<file path="src/rtl/bsg_nonsynth_manycore_io_out_arbiter_pkg.sv">
// Shared sizing helpers for the IO-node outgoing packet arbiter.
// Packet geometry mirrors the manycore packet layout.
package bsg_nonsynth_manycore_io_out_arbiter_pkg;

    localparam int unsigned DefAddrWidth = 28;
    localparam int unsigned DefDataWidth = 32;
    localparam int unsigned DefXCordWidth = 4;
    localparam int unsigned DefYCordWidth = 4;

    localparam int unsigned PktOpWidth = 2;
    localparam int unsigned PktOpExWidth = 4;
    localparam int unsigned PktRegIdWidth = 5;

    function automatic int unsigned safe_clog2(int unsigned n);
        return (n <= 1) ? 1 : $clog2(n);
    endfunction

    // op, op_ex, reg_id, payload, addr, src (x,y), dst (x,y)
    function automatic int unsigned mc_packet_width(int unsigned addr_w, int unsigned data_w,
                                                    int unsigned x_w, int unsigned y_w);
        return PktOpWidth + PktOpExWidth + PktRegIdWidth + data_w + addr_w + 2 * (x_w + y_w);
    endfunction

endpackage

</file>
<file path="src/rtl/bsg_nonsynth_manycore_io_out_arbiter_rr_pick.sv">
// Round-robin pick: first valid requester after last_i, wrapping modulo num_req_p.
module bsg_nonsynth_manycore_io_out_arbiter_rr_pick #(
    parameter int unsigned num_req_p = 2,
    parameter int unsigned id_width_p = 1
) (
    input  logic [num_req_p-1:0]  v_i,
    input  logic [id_width_p-1:0] last_i,
    output logic [num_req_p-1:0]  grant_o,
    output logic [id_width_p-1:0] id_o,
    output logic                  v_o
);

    always_comb begin
        int unsigned idx;
        grant_o = '0;
        id_o = '0;
        v_o = 1'b0;
        idx = 0;
        for (int unsigned k = 1; k <= num_req_p; k++) begin
            idx = (32'(last_i) + k) % num_req_p;
            for (int unsigned i = 0; i < num_req_p; i++) begin
                if (!v_o && (i == idx) && v_i[i]) begin
                    grant_o[i] = 1'b1;
                    id_o = id_width_p'(i);
                    v_o = 1'b1;
                end
            end
        end
    end

endmodule

</file>
<file path="src/rtl/bsg_nonsynth_manycore_io_out_arbiter.sv">
// Shares the IO endpoint's outgoing packet port among num_req_p sources with
// round-robin arbitration, credit gating with a reserve, and a one-entry output register.
module bsg_nonsynth_manycore_io_out_arbiter
    import bsg_nonsynth_manycore_io_out_arbiter_pkg::*;
#(
    parameter int unsigned num_req_p = 2,
    parameter int unsigned addr_width_p = DefAddrWidth,
    parameter int unsigned data_width_p = DefDataWidth,
    parameter int unsigned x_cord_width_p = DefXCordWidth,
    parameter int unsigned y_cord_width_p = DefYCordWidth,
    parameter int unsigned max_out_credits_p = 200,
    parameter int unsigned credit_reserve_p = 1,
    localparam int unsigned credit_counter_width_lp = safe_clog2(max_out_credits_p + 1),
    localparam int unsigned mc_packet_width_lp =
        mc_packet_width(addr_width_p, data_width_p, x_cord_width_p, y_cord_width_p),
    localparam int unsigned id_width_lp = safe_clog2(num_req_p)
) (
    input  logic                                    clk_i,
    input  logic                                    reset_n_i,
    input  logic [num_req_p-1:0]                    req_v_i,
    input  logic [num_req_p*mc_packet_width_lp-1:0] req_packet_i,
    output logic [num_req_p-1:0]                    req_ready_o,
    output logic                                    out_v_o,
    output logic [mc_packet_width_lp-1:0]           out_packet_o,
    input  logic                                    out_ready_i,
    input  logic [credit_counter_width_lp-1:0]      out_credits_i,
    input  logic                                    freeze_i,
    output logic [id_width_lp-1:0]                  last_grant_id_o,
    output logic                                    drained_o
);

    localparam int unsigned AvailWidth = credit_counter_width_lp + 1;

    logic                          full_q, full_d;
    logic [mc_packet_width_lp-1:0] pkt_q, pkt_d;
    logic [id_width_lp-1:0]        last_q, last_d;

    logic [num_req_p-1:0]          pick_grant;
    logic [id_width_lp-1:0]        pick_id;
    logic                          pick_v;
    logic                          send, can_accept, credit_ok, grant;
    logic [AvailWidth-1:0]         avail;
    logic [mc_packet_width_lp-1:0] pkt_sel;

    bsg_nonsynth_manycore_io_out_arbiter_rr_pick #(
        .num_req_p (num_req_p),
        .id_width_p(id_width_lp)
    ) u_rr_pick (
        .v_i    (req_v_i),
        .last_i (last_q),
        .grant_o(pick_grant),
        .id_o   (pick_id),
        .v_o    (pick_v)
    );

    assign send = full_q & out_ready_i;
    assign can_accept = ~full_q | send;
    // The held packet's credit is not yet consumed by the endpoint, so count it here.
    assign avail = {1'b0, out_credits_i} - AvailWidth'(full_q);
    assign credit_ok = avail > AvailWidth'(credit_reserve_p);
    assign grant = reset_n_i & can_accept & credit_ok & ~freeze_i & pick_v;

    always_comb begin
        pkt_sel = '0;
        for (int unsigned i = 0; i < num_req_p; i++) begin
            if (pick_grant[i]) begin
                pkt_sel = req_packet_i[i*mc_packet_width_lp +: mc_packet_width_lp];
            end
        end
    end

    always_comb begin
        full_d = full_q;
        pkt_d = pkt_q;
        last_d = last_q;
        if (grant) begin
            full_d = 1'b1;
            pkt_d = pkt_sel;
            last_d = (num_req_p == 1) ? '0 : pick_id;
        end else if (send) begin
            full_d = 1'b0;
        end
    end

    always_ff @(posedge clk_i or negedge reset_n_i) begin
        if (!reset_n_i) begin
            full_q <= 1'b0;
            pkt_q <= '0;
            last_q <= id_width_lp'(num_req_p - 1);
        end else begin
            full_q <= full_d;
            pkt_q <= pkt_d;
            last_q <= last_d;
        end
    end

    assign req_ready_o = {num_req_p{grant}} & pick_grant;
    assign out_v_o = full_q;
    assign out_packet_o = pkt_q;
    assign last_grant_id_o = last_q;
    assign drained_o = ~full_q
                     & (out_credits_i == credit_counter_width_lp'(max_out_credits_p));

`ifndef SYNTHESIS
    ready_onehot0_a: assert property (@(posedge clk_i) disable iff (!reset_n_i)
        $onehot0(req_ready_o));
    credits_bound_a: assert property (@(posedge clk_i) disable iff (!reset_n_i)
        out_credits_i <= credit_counter_width_lp'(max_out_credits_p));
`endif

endmodule
</file>
<file path="config.mk">
export PLATFORM = sky130hd
export DESIGN_NAME = bsg_nonsynth_manycore_io_out_arbiter
export DESIGN_NICKNAME = d
export VERILOG_FILES = /design/src/rtl/bsg_nonsynth_manycore_io_out_arbiter_pkg.sv /design/src/rtl/bsg_nonsynth_manycore_io_out_arbiter_rr_pick.sv /design/src/rtl/bsg_nonsynth_manycore_io_out_arbiter.sv
export SDC_FILE = /design/constraint.sdc
export NUM_CORES = 1
export LEC_CHECK = 0
export ABC_CLOCK_PERIOD_IN_PS = 6400
export CAP_MARGIN = 0
export CORE_MARGIN = 4
export CORE_UTILIZATION = 41
export CTS_CLUSTER_SIZE = 28
export DETAILED_ROUTE_END_ITERATION = 16
export GPL_TIMING_DRIVEN = 0
export HOLD_SLACK_MARGIN = 0.05
export PLACE_DENSITY = 0.86
export SLEW_MARGIN = 20
export SYNTH_ARGS = -nofsm -noshare
export SYNTH_HDL_FRONTEND = slang
export SYNTH_HIERARCHICAL = 1
export SYNTH_SLANG_ARGS = --single-unit
export TNS_END_PERCENT = 20
</file>
<file path="constraint.sdc">
create_clock -name clk_i -period 6.4 [get_ports clk_i]
set_input_delay 1.6 -clock clk_i [delete_from_list [all_inputs] [get_ports clk_i]]
set_output_delay 1.6 -clock clk_i [all_outputs]
set_load 0.01 [all_outputs]
</file>
### After elaboration in Yosys (flattened, before gate mapping)

Index checks and enable logic that the tools add are counted.

* add/subtract/negate cells: 3
* magnitude comparators: 1
* eq/ne operators: 1
* mux-type cells: 13
* bitwise operators: 10
* reductions and logical operators: 13

Operators by type and width (count)
* $mux 87: 2
* $logic_not 32->1: 2
* $mux 1: 11
* $gt 9x1->1 const B: 1
* $sub 8x1->9: 1
* $eq 8x8->1 const B: 1
* $logic_and 1x1->1: 7
* $and 1x1->1: 6
* $logic_not 1->1: 3
* $add 1x1->1 const B: 2
* $and 2x2->2: 1
* $not 1->1: 2
* $reduce_bool 2->1: 1
* $or 1x1->1: 1

* bits in registers: 89
* input port bits: 188
* output and inout port bits: 92
* logic and storage cells: 44

### Logic depth before layout (Yosys ltp)

* depth after elaboration: 18
* depth in mapped cells: 8
* mapped depth without buffers: 6

### Modules after synthesis

The synthesis kept the hierarchy.

By module, submodules not included
* bsg_nonsynth_manycore_io_out_arbiter: instances 1, cells each 317, area each 4705.8 um^2, sequential area each 2228.4 um^2
* bsg_nonsynth_manycore_io_out_arbiter_rr_pick: instances 1, cells each 5, area each 32.5 um^2, sequential area each 0.0 um^2

### Worst setup path after synthesis

No wires, ideal clock.

* kind: input port to output port
* start: input port out_credits_i[0]
* end: output port req_ready_o[0]
* arrival time: 2.907 ns
* data required time: 4.800 ns
* path slack: 1.893 ns
* cell stages on the path: 8
* path buffers: 2
* cell sequence: inv_1 ha_1 ha_1 and3_1 a31oi_1 buf_6 buf_12 and2_1

* word-level cells in the longest chain between the ends: 6

Ends and longest elaborated chain
* start, declared: RTL line bsg_nonsynth_manycore_io_out_arbiter.sv:26 `input logic [credit_counter_width_lp-1:0] out_credits_i,`
* $sub 8x1->9: RTL line bsg_nonsynth_manycore_io_out_arbiter.sv:59 `assign avail = {1'b0, out_credits_i} - AvailWidth'(full_q);`
* $gt 9x1->1: RTL line bsg_nonsynth_manycore_io_out_arbiter.sv:60 `assign credit_ok = avail > AvailWidth'(credit_reserve_p);`
* $and 1x1->1 (3 in series): RTL line bsg_nonsynth_manycore_io_out_arbiter.sv:61 `assign grant = reset_n_i & can_accept & credit_ok & ~freeze_i & pick_v;`
* $and 2x2->2: RTL line bsg_nonsynth_manycore_io_out_arbiter.sv:97 `assign req_ready_o = {num_req_p{grant}} & pick_grant;`
* end, declared: RTL line bsg_nonsynth_manycore_io_out_arbiter.sv:22 `output logic [num_req_p-1:0] req_ready_o,`

Every way passes these cells.

### Worst setup path in the final report

* start: input port req_v_i[1]
* end: output port req_ready_o[1]

* elaborated cells between the ends (all ways): 14
* classes of those cells: mux (5); bitwise (2); reduce/logical (7)

RTL lines
* start, declared: RTL line bsg_nonsynth_manycore_io_out_arbiter.sv:20 `input logic [num_req_p-1:0] req_v_i,`
* $logic_and 1x1->1: RTL line bsg_nonsynth_manycore_io_out_arbiter_rr_pick.sv:22 `if (!v_o && (i == idx) && v_i[i]) begin`
* $mux 1: RTL line bsg_nonsynth_manycore_io_out_arbiter_rr_pick.sv:22
* $logic_not 1->1: RTL line bsg_nonsynth_manycore_io_out_arbiter_rr_pick.sv:22
* $logic_and 1x1->1 (2 in series): RTL line bsg_nonsynth_manycore_io_out_arbiter_rr_pick.sv:22
* $mux 1: RTL line bsg_nonsynth_manycore_io_out_arbiter_rr_pick.sv:22
* $logic_not 1->1: RTL line bsg_nonsynth_manycore_io_out_arbiter_rr_pick.sv:22
* $logic_and 1x1->1 (2 in series): RTL line bsg_nonsynth_manycore_io_out_arbiter_rr_pick.sv:22
* $mux 1 (*): RTL line bsg_nonsynth_manycore_io_out_arbiter_rr_pick.sv:22
* via pick_grant[1]: RTL line bsg_nonsynth_manycore_io_out_arbiter.sv:38 `logic [num_req_p-1:0] pick_grant;`
* $and 2x2->2 (*): RTL line bsg_nonsynth_manycore_io_out_arbiter.sv:97

The timed path passes the listed nets; every way through them passes the cells marked *.

==> flow_metrics.tcl <==
set metrics [dict create \
    outcome "finished clean" \
    grt_pass1_wl_mm 22.9 \
    finalCritPeriodShare 0.889 \
    place.gp.congestion 0.853 \
    utilization 0.730 \
    die_area_sq_mm 0.0133 \
    cp_max_fo 10 \
    p_sw_frac 0.261 \
    ios 280 \
    die_w_um 116 \
    layout_setup_ws_ns 0.710 \
    totalWireLength_mm 15.5 \
    start_util 0.428 \
    rr_endpoint "out_packet_o[25]" \
    gr-total-overflow 0 \
    vias 3934 \
    slew_headroom 0.616 \
    cts_tree "yes" \
    ctsLongestPathBuffers 2 \
    power.density_mw_per_mm2 284 \
    synth_cell_types 27 \
    combPwrFrac 0.383 \
    power.switching_w 0.000599 \
    setup-violations-final 0 \
    required_ns 4.80 \
    power.leakage_nw 3.53 \
    synth_nets 512 \
    holdPathStages 1 \
    max_freq_mhz 176 \
    grt_pass1_vias 4303 \
    ant_nets 0 \
    dr.pass1.iters 4 \
    yosysSeqAreaShare 0.470 \
    path_clk_slew_ns 0.06 \
    clkPwrFrac 0.274 \
    dp_worst_setup_slack_ns 0.698 \
    hp-start "out_packet_o[47]" \
    worst_slew_pin_slew_ns 0.576 \
    seq_power_share 0.343 \
    post_cts_buffers 0 \
    finalSetupTns_ns 0 \
    synth.ff_latch_count 89 \
    diodes 0 \
    wire_per_inst_um 20.4 \
    portBuffers 279 \
    grt.total_usage 0.224 \
    drc 0 \
    cts-root-buf "clkbuf_16" \
    cts_num_sinks 89 \
    intPower_w 0.00170 \
    clkLatencyLatePin_ns 0.33 \
    core_area_sq_mm 0.0111 \
    rsz0062_at_grt "false" \
    fin_skew_ns 0.00518 \
    viasPerCell 5.19 \
    cts_resized 0 \
    drive_gt1_frac 0.201 \
    htree_levels 3 \
    rows 38 \
    min_period_ns 5.69 \
    ys.warnings.count 6 \
    die_y_um 116 \
    startpoint_type "primary input" \
    end_kind "primary output" \
    place_hpwl_mm 12.3 \
    r2r-start "last_grant_id_o" \
    fin_nets 803 \
    finalHoldViolCount 0 \
    critPathKind "primary input to primary output" \
    cts_buffers 9 \
    dr.first_iter.drc_count 141 \
    grt_start_max_net_pins 50 \
    power_w 0.00230 \
    vdd_drop_max_mv 0.187 \
    hold-path-endpoint "out_packet_o[47]" \
    critPathArrivalTime_ns 4.09 \
    syn_inst 322 \
    hp-class "flop to flop" \
    cts_hold_buf 0 \
    netlist_area_sq_mm 0.00474 \
    reg2reg_slack_ns 4.08 \
    reg2reg_depth 8 \
    place_area_sq_mm 0.00773 \
    drv_cap 0 \
    antenna_found_initial 0 \
    syn_to_final_growth_pct 70.8 \
    slew_viol_final 0 \
    design_area_sq_mm 0.00809 \
    avgSynthCellArea_sq_um 14.7 \
]
==> cells in the final DEF (no fill, tap or decap) <==
| cell type | count |
|---|---|
| a211o_2 | 1 |
| a21boi_0 | 2 |
| a21boi_1 | 1 |
| a21o_1 | 1 |
| a22o_1 | 86 |
| a31oi_1 | 1 |
| and2_1 | 2 |
| and3_1 | 1 |
| buf_12 | 9 |
| buf_16 | 1 |
| buf_2 | 7 |
| buf_4 | 1 |
| buf_6 | 1 |
| bufinv_16 | 4 |
| clkbuf_1 | 15 |
| clkbuf_16 | 9 |
| clkdlybuf4s50_1 | 278 |
| clkinvlp_4 | 1 |
| dfrtp_1 | 88 |
| dfstp_2 | 1 |
| ha_1 | 2 |
| inv_1 | 4 |
| mux2_2 | 8 |
| mux2_4 | 80 |
| nand2_1 | 3 |
| nand4_1 | 1 |
| nor2_1 | 3 |
| nor2b_1 | 1 |
| nor3b_2 | 1 |
| nor4b_1 | 1 |
| o21ai_0 | 1 |
| or2_1 | 1 |
| xnor2_1 | 2 |
==> flip-flops by register name, summed over array words and instances (netlist names) <==
register         cells
last_grant_id_o      1
out_packet_o        87
out_v_o              1
==> worst max path at each step <==
| stage | from | end | slack, ns | depth (start not counted) |
|---|---|---|---|---|
| 3_3_place_gp | reset_n_i | req_ready_o[1] | -2.01 | 8 |
| 5_1_grt | req_v_i[1] | req_ready_o[1] | 0.55 | 7 |
| 3_5_place_dp | req_v_i[1] | req_ready_o[1] | 0.70 | 7 |
| 6_report | req_v_i[1] | req_ready_o[1] | 0.71 | 7 |
| 2_1_floorplan | out_credits_i[0] | req_ready_o[0] | 1.89 | 8 |
| 4_1_cts | req_v_i[1] | req_ready_o[1] | 0.69 | 7 |
==> per-stage QoR <==
stage | hold WS (ns) | cells
floorplan | 0.551 | 322
global placement | 0.491 | 741
detailed placement | 0.494 | 742
CTS | 0.509 | 758
global route | 0.523 | 758
finish | 0.506 | 758
==> area by class of cell <==
| class | count | area, sq um |
|---|---|---|
| inverters | 4 | 15.0 |
| fillers | 737 | 2990 |
| clock inverters | 5 | 128 |
| flip-flops and latches | 89 | 2230 |
| well taps | 140 | 175 |
| clock buffers | 11 | 233 |
| plain buffers | 30 | 275 |
| multi-input cells | 199 | 2220 |
| repair buffers | 280 | 2820 |
==> logic make-up (layout without fill, tap and decap cells) <==
group,after synthesis,after routing,synth area share
xor gates and xnor gates,2,2,0.00370
and+or+nand+nor,14,14,0.0172
buffers and inverters,34,330,0.0613
adders and majority gates,2,2,0.00528
DFF,89,89,0.470
AOI/OAI and AO/OA,93,93,0.170
muxes,88,88,0.273
==> power groups by stage <==
stage | logic, W | clock network [W] | registers [W]
after floorplan | 0.000327 | 0 | 0.000848
after global placement | 0.000865 | 0 | 0.000788
after detailed placement | 0.000886 | 0 | 0.000794
after CTS | 0.000892 | 0.000644 | 0.000789
after global routing | 0.000926 | 0.000661 | 0.000807
final | 0.000882 | 0.000630 | 0.000788
==> cell usage after synthesis, drive strengths merged <==
master,count,share of area
buf,17,0.048
inv,4,0.0032
and2,2,0.0026
and3,1,0.0013
nand2,3,0.0024
mux2,88,0.27
clkbuf,13,0.010
or2,1,0.0013
ha,2,0.0053
a22o,86,0.16
dfrtp,88,0.46
dfstp,1,0.0055
nor2,3,0.0024
a211o,1,0.0021
nand4,1,0.0013
nor2b,1,0.0013
nor3b,1,0.0026
a31oi,1,0.0013
o21ai,1,0.0011
a21boi,3,0.0048
a21o,1,0.0016
nor4b,1,0.0018
xnor2,2,0.0037
==> metal layers <==
layer / global-route usage / vias to the layer above / part of all wire
met5: 0 / - / 0
li1: - / 1805 / -
met2: 0.433 / 184 / 0.54
met3: 0.0554 / 19 / 0.083
met4: 0.0657 / 0 / 0.017
met1: 0.239 / 1926 / 0.36
==> critical path: stages <==
cell             delay, ns
clkdlybuf4s50_1       0.50
a21boi_0              0.17
buf_2                 0.30
buf_2                 0.27
clkbuf_1              0.48
and2_1                0.21
clkdlybuf4s50_1       0.56
Note: power is estimated with default switching activity, not from simulation.
